$ cat src/rtl/pipe_ctrl_unit.sv
// Control unit for the 5-stage MIPS-Lite pipe: ID decode, control pipe to WB, load-use stall,
// redirect flush and the MULTU busy interlock (built only when `PIPE_CTRL_MULTU_EN is defined).
module pipe_ctrl_unit #(
  parameter int unsigned MUL_LAT = 4,
  parameter int unsigned RAW     = 5
) (
  input  logic           clk,
  input  logic           rst_n,
  input  logic [5:0]     id_opcode,
  input  logic [5:0]     id_funct,
  input  logic [RAW-1:0] id_rs,
  input  logic [RAW-1:0] id_rt,
  input  logic           id_br_eq,
  output logic           pc_write,
  output logic           ifid_write,
  output logic           ifid_flush,
  output logic [1:0]     pc_sel,
  output logic           id_ext_sel,
  output logic           ex_regdst,
  output logic           ex_alusrc,
  output logic [1:0]     ex_aluop,
  output logic           mul_start,
  output logic           mul_busy,
  output logic           mem_read,
  output logic           mem_write,
  output logic           wb_regwrite,
  output logic           wb_memtoreg,
  output logic           illegal
);

  localparam logic [5:0] OP_RTYPE = 6'd0;
  localparam logic [5:0] OP_J     = 6'd2;
  localparam logic [5:0] OP_BEQ   = 6'd4;
  localparam logic [5:0] OP_BNE   = 6'd5;
  localparam logic [5:0] OP_ADDIU = 6'd9;
  localparam logic [5:0] OP_ANDI  = 6'd12;
  localparam logic [5:0] OP_LW    = 6'd35;
  localparam logic [5:0] OP_SW    = 6'd43;
  localparam logic [5:0] FN_JR    = 6'd8;
  localparam logic [5:0] FN_MULTU = 6'd25;

  if (MUL_LAT == 0) begin : g_bad_mul_lat
    $error("pipe_ctrl_unit: MUL_LAT must be at least 1");
  end

  logic           w_regdst;
  logic           w_alusrc;
  logic           w_memtoreg;
  logic           w_regwrite;
  logic           w_memread;
  logic           w_memwrite;
  logic           w_extsel;
  logic           w_illegal;
  logic           w_rd_rt;
  logic [1:0]     w_aluop;
  logic [1:0]     w_redir;
  logic           w_load_use;
  logic           w_busy;
  logic           w_stall;
  logic           w_run;

  logic           r_ex_regdst;
  logic           r_ex_alusrc;
  logic [1:0]     r_ex_aluop;
  logic           r_ex_memread;
  logic           r_ex_memwrite;
  logic           r_ex_regwrite;
  logic           r_ex_memtoreg;
  logic [RAW-1:0] r_ex_rt;
  logic           r_mem_read;
  logic           r_mem_write;
  logic           r_mem_regwrite;
  logic           r_mem_memtoreg;
  logic           r_wb_regwrite;
  logic           r_wb_memtoreg;
  logic           r_illegal;

`ifdef PIPE_CTRL_MULTU_EN
  localparam int unsigned CW = $clog2(MUL_LAT + 1);
  logic           w_is_mul;
  logic           r_ex_is_mul;
  logic [CW-1:0]  r_mul_cnt;
`endif

  // Undefined encodings fall through with every control at 0, i.e. a bubble.
  always_comb begin
    w_regdst   = 1'b0;
    w_alusrc   = 1'b0;
    w_memtoreg = 1'b0;
    w_regwrite = 1'b0;
    w_memread  = 1'b0;
    w_memwrite = 1'b0;
    w_aluop    = 2'b00;
    w_extsel   = 1'b0;
    w_illegal  = 1'b0;
    w_rd_rt    = 1'b0;
    w_redir    = 2'b00;
`ifdef PIPE_CTRL_MULTU_EN
    w_is_mul   = 1'b0;
`endif
    case (id_opcode)
      OP_RTYPE: begin
        if (id_funct == FN_JR) begin
          w_redir = 2'b11;
        end else if (id_funct == FN_MULTU) begin
`ifdef PIPE_CTRL_MULTU_EN
          w_is_mul  = 1'b1;
`else
          w_illegal = 1'b1;
`endif
        end else begin
          w_regdst   = 1'b1;
          w_regwrite = 1'b1;
          w_aluop    = 2'b10;
          w_rd_rt    = 1'b1;
        end
      end
      OP_ADDIU: begin
        w_alusrc   = 1'b1;
        w_regwrite = 1'b1;
        w_extsel   = 1'b1;
      end
      OP_ANDI: begin
        w_alusrc   = 1'b1;
        w_regwrite = 1'b1;
        w_aluop    = 2'b11;
      end
      OP_LW: begin
        w_alusrc   = 1'b1;
        w_memtoreg = 1'b1;
        w_regwrite = 1'b1;
        w_memread  = 1'b1;
        w_extsel   = 1'b1;
      end
      OP_SW: begin
        w_alusrc   = 1'b1;
        w_memwrite = 1'b1;
        w_extsel   = 1'b1;
        w_rd_rt    = 1'b1;
      end
      OP_BEQ: begin
        w_aluop  = 2'b01;
        w_extsel = 1'b1;
        w_rd_rt  = 1'b1;
        w_redir  = id_br_eq ? 2'b01 : 2'b00;
      end
      OP_BNE: begin
        w_aluop  = 2'b01;
        w_extsel = 1'b1;
        w_rd_rt  = 1'b1;
        w_redir  = id_br_eq ? 2'b00 : 2'b01;
      end
      OP_J: begin
        w_redir = 2'b10;
      end
      default: begin
        w_illegal = 1'b1;
      end
    endcase
  end

  assign w_load_use = r_ex_memread && (r_ex_rt != '0) &&
                      ((r_ex_rt == id_rs) || (w_rd_rt && (r_ex_rt == id_rt)));

`ifdef PIPE_CTRL_MULTU_EN
  assign w_busy    = (r_mul_cnt != '0);
  assign mul_start = rst_n & r_ex_is_mul;
`else
  assign w_busy    = 1'b0;
  assign mul_start = 1'b0;
`endif

  // Busy outranks load-use; either one suppresses the redirect until the front end runs again.
  assign w_stall    = w_busy | w_load_use;
  assign w_run      = rst_n & ~w_stall;
  assign pc_write   = w_run;
  assign ifid_write = w_run;
  assign ifid_flush = w_run & (w_redir != 2'b00);
  assign pc_sel     = w_run ? w_redir : 2'b00;
  assign id_ext_sel = rst_n & w_extsel;
  assign mul_busy   = rst_n & w_busy;

  always_ff @(posedge clk) begin
    if (!rst_n) begin
      r_ex_regdst    <= 1'b0;
      r_ex_alusrc    <= 1'b0;
      r_ex_aluop     <= 2'b00;
      r_ex_memread   <= 1'b0;
      r_ex_memwrite  <= 1'b0;
      r_ex_regwrite  <= 1'b0;
      r_ex_memtoreg  <= 1'b0;
      r_ex_rt        <= '0;
      r_mem_read     <= 1'b0;
      r_mem_write    <= 1'b0;
      r_mem_regwrite <= 1'b0;
      r_mem_memtoreg <= 1'b0;
      r_wb_regwrite  <= 1'b0;
      r_wb_memtoreg  <= 1'b0;
      r_illegal      <= 1'b0;
    end else begin
      if (w_stall) begin
        r_ex_regdst   <= 1'b0;
        r_ex_alusrc   <= 1'b0;
        r_ex_aluop    <= 2'b00;
        r_ex_memread  <= 1'b0;
        r_ex_memwrite <= 1'b0;
        r_ex_regwrite <= 1'b0;
        r_ex_memtoreg <= 1'b0;
        r_ex_rt       <= '0;
      end else begin
        r_ex_regdst   <= w_regdst;
        r_ex_alusrc   <= w_alusrc;
        r_ex_aluop    <= w_aluop;
        r_ex_memread  <= w_memread;
        r_ex_memwrite <= w_memwrite;
        r_ex_regwrite <= w_regwrite;
        r_ex_memtoreg <= w_memtoreg;
        r_ex_rt       <= id_rt;
      end
      r_mem_read     <= r_ex_memread;
      r_mem_write    <= r_ex_memwrite;
      r_mem_regwrite <= r_ex_regwrite;
      r_mem_memtoreg <= r_ex_memtoreg;
      r_wb_regwrite  <= r_mem_regwrite;
      r_wb_memtoreg  <= r_mem_memtoreg;
      // One pulse per undefined instruction, even if it sits in ID across a stall.
      r_illegal      <= w_illegal & ~w_stall;
    end
  end

`ifdef PIPE_CTRL_MULTU_EN
  always_ff @(posedge clk) begin
    if (!rst_n) begin
      r_ex_is_mul <= 1'b0;
      r_mul_cnt   <= '0;
    end else begin
      r_ex_is_mul <= w_is_mul & ~w_stall;
      if (r_ex_is_mul) begin
        r_mul_cnt <= CW'(MUL_LAT - 1);
      end else if (r_mul_cnt != '0) begin
        r_mul_cnt <= r_mul_cnt - 1'b1;
      end
    end
  end
`endif

  assign ex_regdst   = r_ex_regdst;
  assign ex_alusrc   = r_ex_alusrc;
  assign ex_aluop    = r_ex_aluop;
  assign mem_read    = r_mem_read;
  assign mem_write   = r_mem_write;
  assign wb_regwrite = r_wb_regwrite;
  assign wb_memtoreg = r_wb_memtoreg;
  assign illegal     = r_illegal;

endmodule

$ cat config.mk
export PLATFORM = sky130hd
export DESIGN_NAME = pipe_ctrl_unit
export DESIGN_NICKNAME = d
export VERILOG_FILES = /design/src/rtl/pipe_ctrl_unit.sv
export SDC_FILE = /design/constraint.sdc
export NUM_CORES = 1
export LEC_CHECK = 0
export ABC_AREA = 1
export CORE_MARGIN = 10
export CORE_UTILIZATION = 45
export CTS_CLUSTER_SIZE = 24
export DETAILED_ROUTE_END_ITERATION = 10
export PLACE_DENSITY = 0.84
export RECOVER_POWER = 25
export SYNTH_ARGS = -nofsm -noshare
export SYNTH_HDL_FRONTEND = slang
export SYNTH_SLANG_ARGS = --single-unit
$ cat constraint.sdc
create_clock -name clk -period 4.6 [get_ports clk]
set_input_delay 1.38 -clock clk [delete_from_list [all_inputs] [get_ports clk]]
set_output_delay 1.38 -clock clk [all_outputs]
set_load 0.05 [all_outputs]
Word-level counts from Yosys, hierarchy flattened
Cells that the tools add are included.
- register bits after elaboration: 18
- input bits: 25
- output and inout bits: 17
- logic and storage cells: 65
- eq/ne operators: 11
- mux-type cells: 19
- bitwise operators: 7
- reduce and logical (&&, ||, !) cells: 15
- operator list (operator ; count):
    $eq 6x4->1 const B ; 3
    $eq 6x3->1 const B ; 2
    $eq 6x6->1 const B ; 2
    $eq 5x5->1 ; 2
    $mux 1 ; 10
    $reduce_or 3->1 ; 3
    $mux 2 ; 4
    $pmux 2 s4 ; 1
    $reduce_or 7->1 ; 1
    $eq 6x2->1 const B ; 1
    $eq 6x5->1 const B ; 1
    $logic_not 6->1 ; 1
    $pmux 1 s2 ; 3
    $pmux 2 s3 ; 1
    $reduce_bool 5->1 ; 1
    $reduce_or 5->1 ; 1
    $and 1x1->1 ; 4
    $reduce_or 2->1 ; 2
    $reduce_or 4->1 ; 1
    $logic_and 1x1->1 ; 3
    $not 1->1 ; 3
    $reduce_bool 2->1 ; 1
    $logic_or 1x1->1 ; 1

Depth between registers and ports, before layout
- word-level depth: 10
- depth in mapped cells: 13
- depth with buffers taken out: 11

Worst setup path after synthesis
OpenSTA, ideal clock, no wires.
- kind: input to output
- start: input port id_opcode[5]
- end: output port id_ext_sel
- arrival: 2900 ps
- data required time: 3220 ps
- path slack: 320 ps
- stages on the path: 5
- buffers on the path: 0
- path through: nor2_4 nand3_1 nand2_1 nor2_2 a21boi_0
- cells in the longest elaborated chain, start to end: 4
- elaborated cells between the ends (all ways): 8
- classes of those cells: eq/ne: 5; mux: 1; bitwise: 1; reduce/logical: 1
- RTL lines (element ; line ; RTL):
    start, declared ; 9 ; input logic [5:0] id_opcode,
    $eq 6x3->1, or another cell as far along ; 101 ; case (id_opcode)
    $reduce_or 5->1 (no source line) * ; - ;
    $mux 1 * ; 101 ;
    $and 1x1->1 * ; 180 ; assign id_ext_sel = rst_n & w_extsel;
    end, declared ; 18 ; output logic id_ext_sel,
Every way passes the cells marked *; elsewhere a longest branch is shown, timed or not.

Worst setup path in the final report
- start: input port id_opcode[1]
- end: output port pc_write
- cells in the longest elaborated chain, start to end: 8
- elaborated cells between the ends (all ways): 11
- classes of those cells: eq/ne: 3; mux: 1; bitwise: 2; reduce/logical: 5
- RTL lines (element ; line ; RTL):
    $eq 6x3->1 / $eq 6x6->1 (equally long branches) ; 101 ;
    $reduce_or 3->1 (no source line) ; - ;
    $pmux 1 s2 * ; 101 ;
    $logic_and 1x1->1 * ; 163 ; ((r_ex_rt == id_rs) || (w_rd_rt && (r_ex_rt == id_rt)));
    $logic_or 1x1->1 * ; 163 ;
    $logic_and 1x1->1 * ; 162 ; assign w_load_use = r_ex_memread && (r_ex_rt != '0) &&
    $not 1->1 * ; 175 ; assign w_run = rst_n & ~w_stall;
    $and 1x1->1 * ; 175 ;
    end, declared ; 14 ; output logic pc_write,
Marked as above.

==> reports/results.ini <==
[logic_synthesis]
synth-xor-area-share=0.0612
yosysUniqueCellTypes=24
muxShareOfSynthArea=0.0112
synth_compound_area_frac=0.0175
synth-simple-area-share=0.396
synthAdderAreaFrac=0
syn_inst=138
synth_top_family_by_area=simple AND/OR/NAND/NOR gates
syn_area_um2=1000
avgSynthCellArea_um2=7.26
synth_seq_cells=18
ys_warn_count=0
ys_seq_area_frac=0.360

[pwr]
powerDensity_nw_per_um2=224
switching_power_mw=0.0863
pwr-share-clk=0.276
p_leak_nw=0.683
power.share.combinational=0.234
total_power_mw=0.332
sequentialPowerShare=0.490
ir_worst_vdd_uv=122
internal-power_mw=0.246
switching_share=0.260

[setup_path]
path_common_cell=nand2_1
end_kind=primary output
worst-r2r-setup-slack_ns=3.03
crit_required_ns=3.22
path_cells=clkdlybuf4s50_1 > nor2_2 > nand2_2 > nor2_4 > nand3_2 > nand2_1 > nand2_1 > nand2_1 > nand2_2 > nand2_4 > inv_2 > buf_12
critPathMaxStageDelay_ns=0.50
path_class=in -> out
r2r_cells=8
r2r_end=ex_regdst$_SDFF_PP0_
cp_slowest_cell=clkdlybuf4s50_1
crit_fanout=10
cp-start-kind=input pin
regToRegStartpoint=r_ex_rt[1]$_SDFF_PP0_
arrival_ns=3.03

[cts]
clock_path_buffers=2
hold_buffers=0
cts_setup_buffers=0
htreeDepth=1
cts_root_buf=clkbuf_4
numCtsBuffers=3
clkLatencyLatePin_ns=0.28
cts_resized=0
tritoncts=done
cts_sinks=18
clk_pin_slew_ns=0.09

[floorplanning]
rows=17
ioPinCount=42
die-area_um2=4510
die-height_um=67.2
core_area_um2=2170
fp.dieW_um=67.2
start_util=0.462

[final_layout]
antennaDiodeCount=0
drive_gt1_frac=0.185
area_growth_pct=48.2
nFillCells=187
final_util=0.685
fin_area_um2=1490
layout.nets=204

[grt]
track_usage=0.110
grt_max_degree=11
first_global_vias=964
grt.overflow.total=0
grt_first_pass_wirelength_um=3970
antenna_found_initial=0

[min_path]
worstHoldEndpoint=wb_regwrite$_SDFF_PN0_
hp-start=r_mem_regwrite$_SDFF_PN0_
whs_path_depth=2
min_path_type=reg -> reg

[detailed_routing]
drtIter0Drc=22
via_per_inst=4.45
drtPass1Iterations=4
wl_um=2310
drc=0
wire_per_inst_um=11.2
ant_nets=0
via_count=917

[sta]
hold_slack_ns=0.424
max_freq_mhz=227
fin_crit_ns=4.41
skew_ns=0.00281
relSlewSlack=0.661
hold_viol=0
fin_setup_tns_ns=0
tightest_slew_ns=0.506
setup_viol=0
rsz0062_at_grt=false
maxSlewViolCount=0
fin_crit_sh=0.960

[placed_design]
port-buffer-count=39
post_dp_cell_area_um2=1450
gp_congestion=0.846
post-dp-hpwl_um=2000

[status]
status=completed

[job]
cap_viol_max_count=0

-- state kept, by name, indices dropped and copies added, names as in the netlist --
register	flops
illegal	1
ex_regdst	1
r_mem_memtoreg	1
ex_aluop	2
r_ex_memwrite	1
r_ex_memtoreg	1
ex_alusrc	1
r_ex_rt	5
r_ex_regwrite	1
r_mem_regwrite	1
wb_memtoreg	1
mem_write	1
wb_regwrite	1
-- placed cells by master (no fill, tap or decap), drive strengths merged --
| cell type | synthesis | routed |
|---|---|---|
| or2 | 1 | 1 |
| a21oi | 1 | 1 |
| nand2 | 25 | 25 |
| xnor2 | 6 | 6 |
| nand3b | 1 | 1 |
| xor2 | 1 | 1 |
| conb | 1 | 2 |
| clkbuf | 1 | 4 |
| a21boi | 1 | 1 |
| nand4 | 9 | 9 |
| nor2 | 34 | 34 |
| dlygate4sd3 | 0 | 1 |
| nand3 | 6 | 6 |
| mux2 | 1 | 1 |
| o21ai | 1 | 1 |
| buf | 4 | 7 |
| dfxtp | 18 | 18 |
| clkdlybuf4s50 | 0 | 32 |
| inv | 27 | 27 |
-- worst max path at each step --
stage                       startpoint          to  slack (ns)  cells after the start
after floorplan           id_opcode[5]  id_ext_sel        0.32                      5
after global placement    id_opcode[1]   pc_sel[0]        0.25                     12
after detailed placement  id_opcode[1]    pc_write        0.17                     12
after CTS                 id_opcode[1]    pc_write        0.17                     12
after global routing      id_opcode[1]    pc_write        0.05                     12
final                     id_opcode[1]    pc_write        0.19                     12
-- logic make-up after synthesis --
family,count (synthesis)
muxes,1
AOI/OAI and AO/OA,3
and+or+nand+nor,76
DFF,18
xor gates and xnor gates,7
other,1
buffers and inverters,32
-- metrics by stage --
step,instances,setup slack [ns]
2_1_floorplan,139,0.320
3_3_place_gp,202,0.247
3_5_place_dp,202,0.166
4_1_cts,206,0.168
5_1_grt,206,0.0476
6_report,206,0.186
-- worst max-delay path: cells and delay by family --
family / cells / cell delay, ns
buffers and inverters: 3 / 0.74
and+or+nand+nor: 9 / 0.91
-- per-layer routing --
metal	global-route usage	vias up	wire length [um]
met5	0	-	0
met2	0.210	28	1200
met3	0.0331	2	149
met1	0.105	397	950
li1	-	490	-
met4	0.0487	0	9
-- cell usage after synthesis --
cell type	count	area, um^2
a21oi_1	1	5.00
clkbuf_4	1	7.51
nor2_1	19	71.3
nand2_4	1	11.3
buf_12	1	20.0
nand3b_1	1	7.51
or2_2	1	6.26
nand2_2	2	12.5
nand2_1	22	82.6
a21boi_0	1	7.51
xor2_1	1	8.76
conb_1	1	3.75
o21ai_0	1	5.00
nor2_4	4	45.0
inv_2	1	3.75
inv_1	26	97.6
nand3_2	1	10.0
mux2_2	1	11.3
dfxtp_1	18	360
xnor2_1	6	52.6
nand4_1	9	56.3
buf_4	3	22.5
nand3_1	5	25.0
nor2_2	11	68.8
-- area by class of cell --
cell class | count | area [um^2] | share of cell area
clock buffers | 4 | 36.3 | 0.0244
inverters | 27 | 101 | 0.0682
multi-input cells | 89 | 494 | 0.333
flip-flops and latches | 18 | 360 | 0.243
well taps | 28 | 35.0 | 0.0236
repair buffers | 40 | 458 | 0.308
-- power by group through the flow --
| stage | clock network, mW | logic [mW] | registers (mW) |
|---|---|---|---|
| final | 0.0916 | 0.0778 | 0.163 |
| after CTS | 0.0964 | 0.0788 | 0.163 |
| after global placement | 0 | 0.0767 | 0.166 |
| after detailed placement | 0 | 0.0784 | 0.166 |
| after global routing | 0.105 | 0.0841 | 0.163 |
| after floorplan | 0 | 0.0398 | 0.171 |
Note: power is estimated with default switching activity, not from simulation.
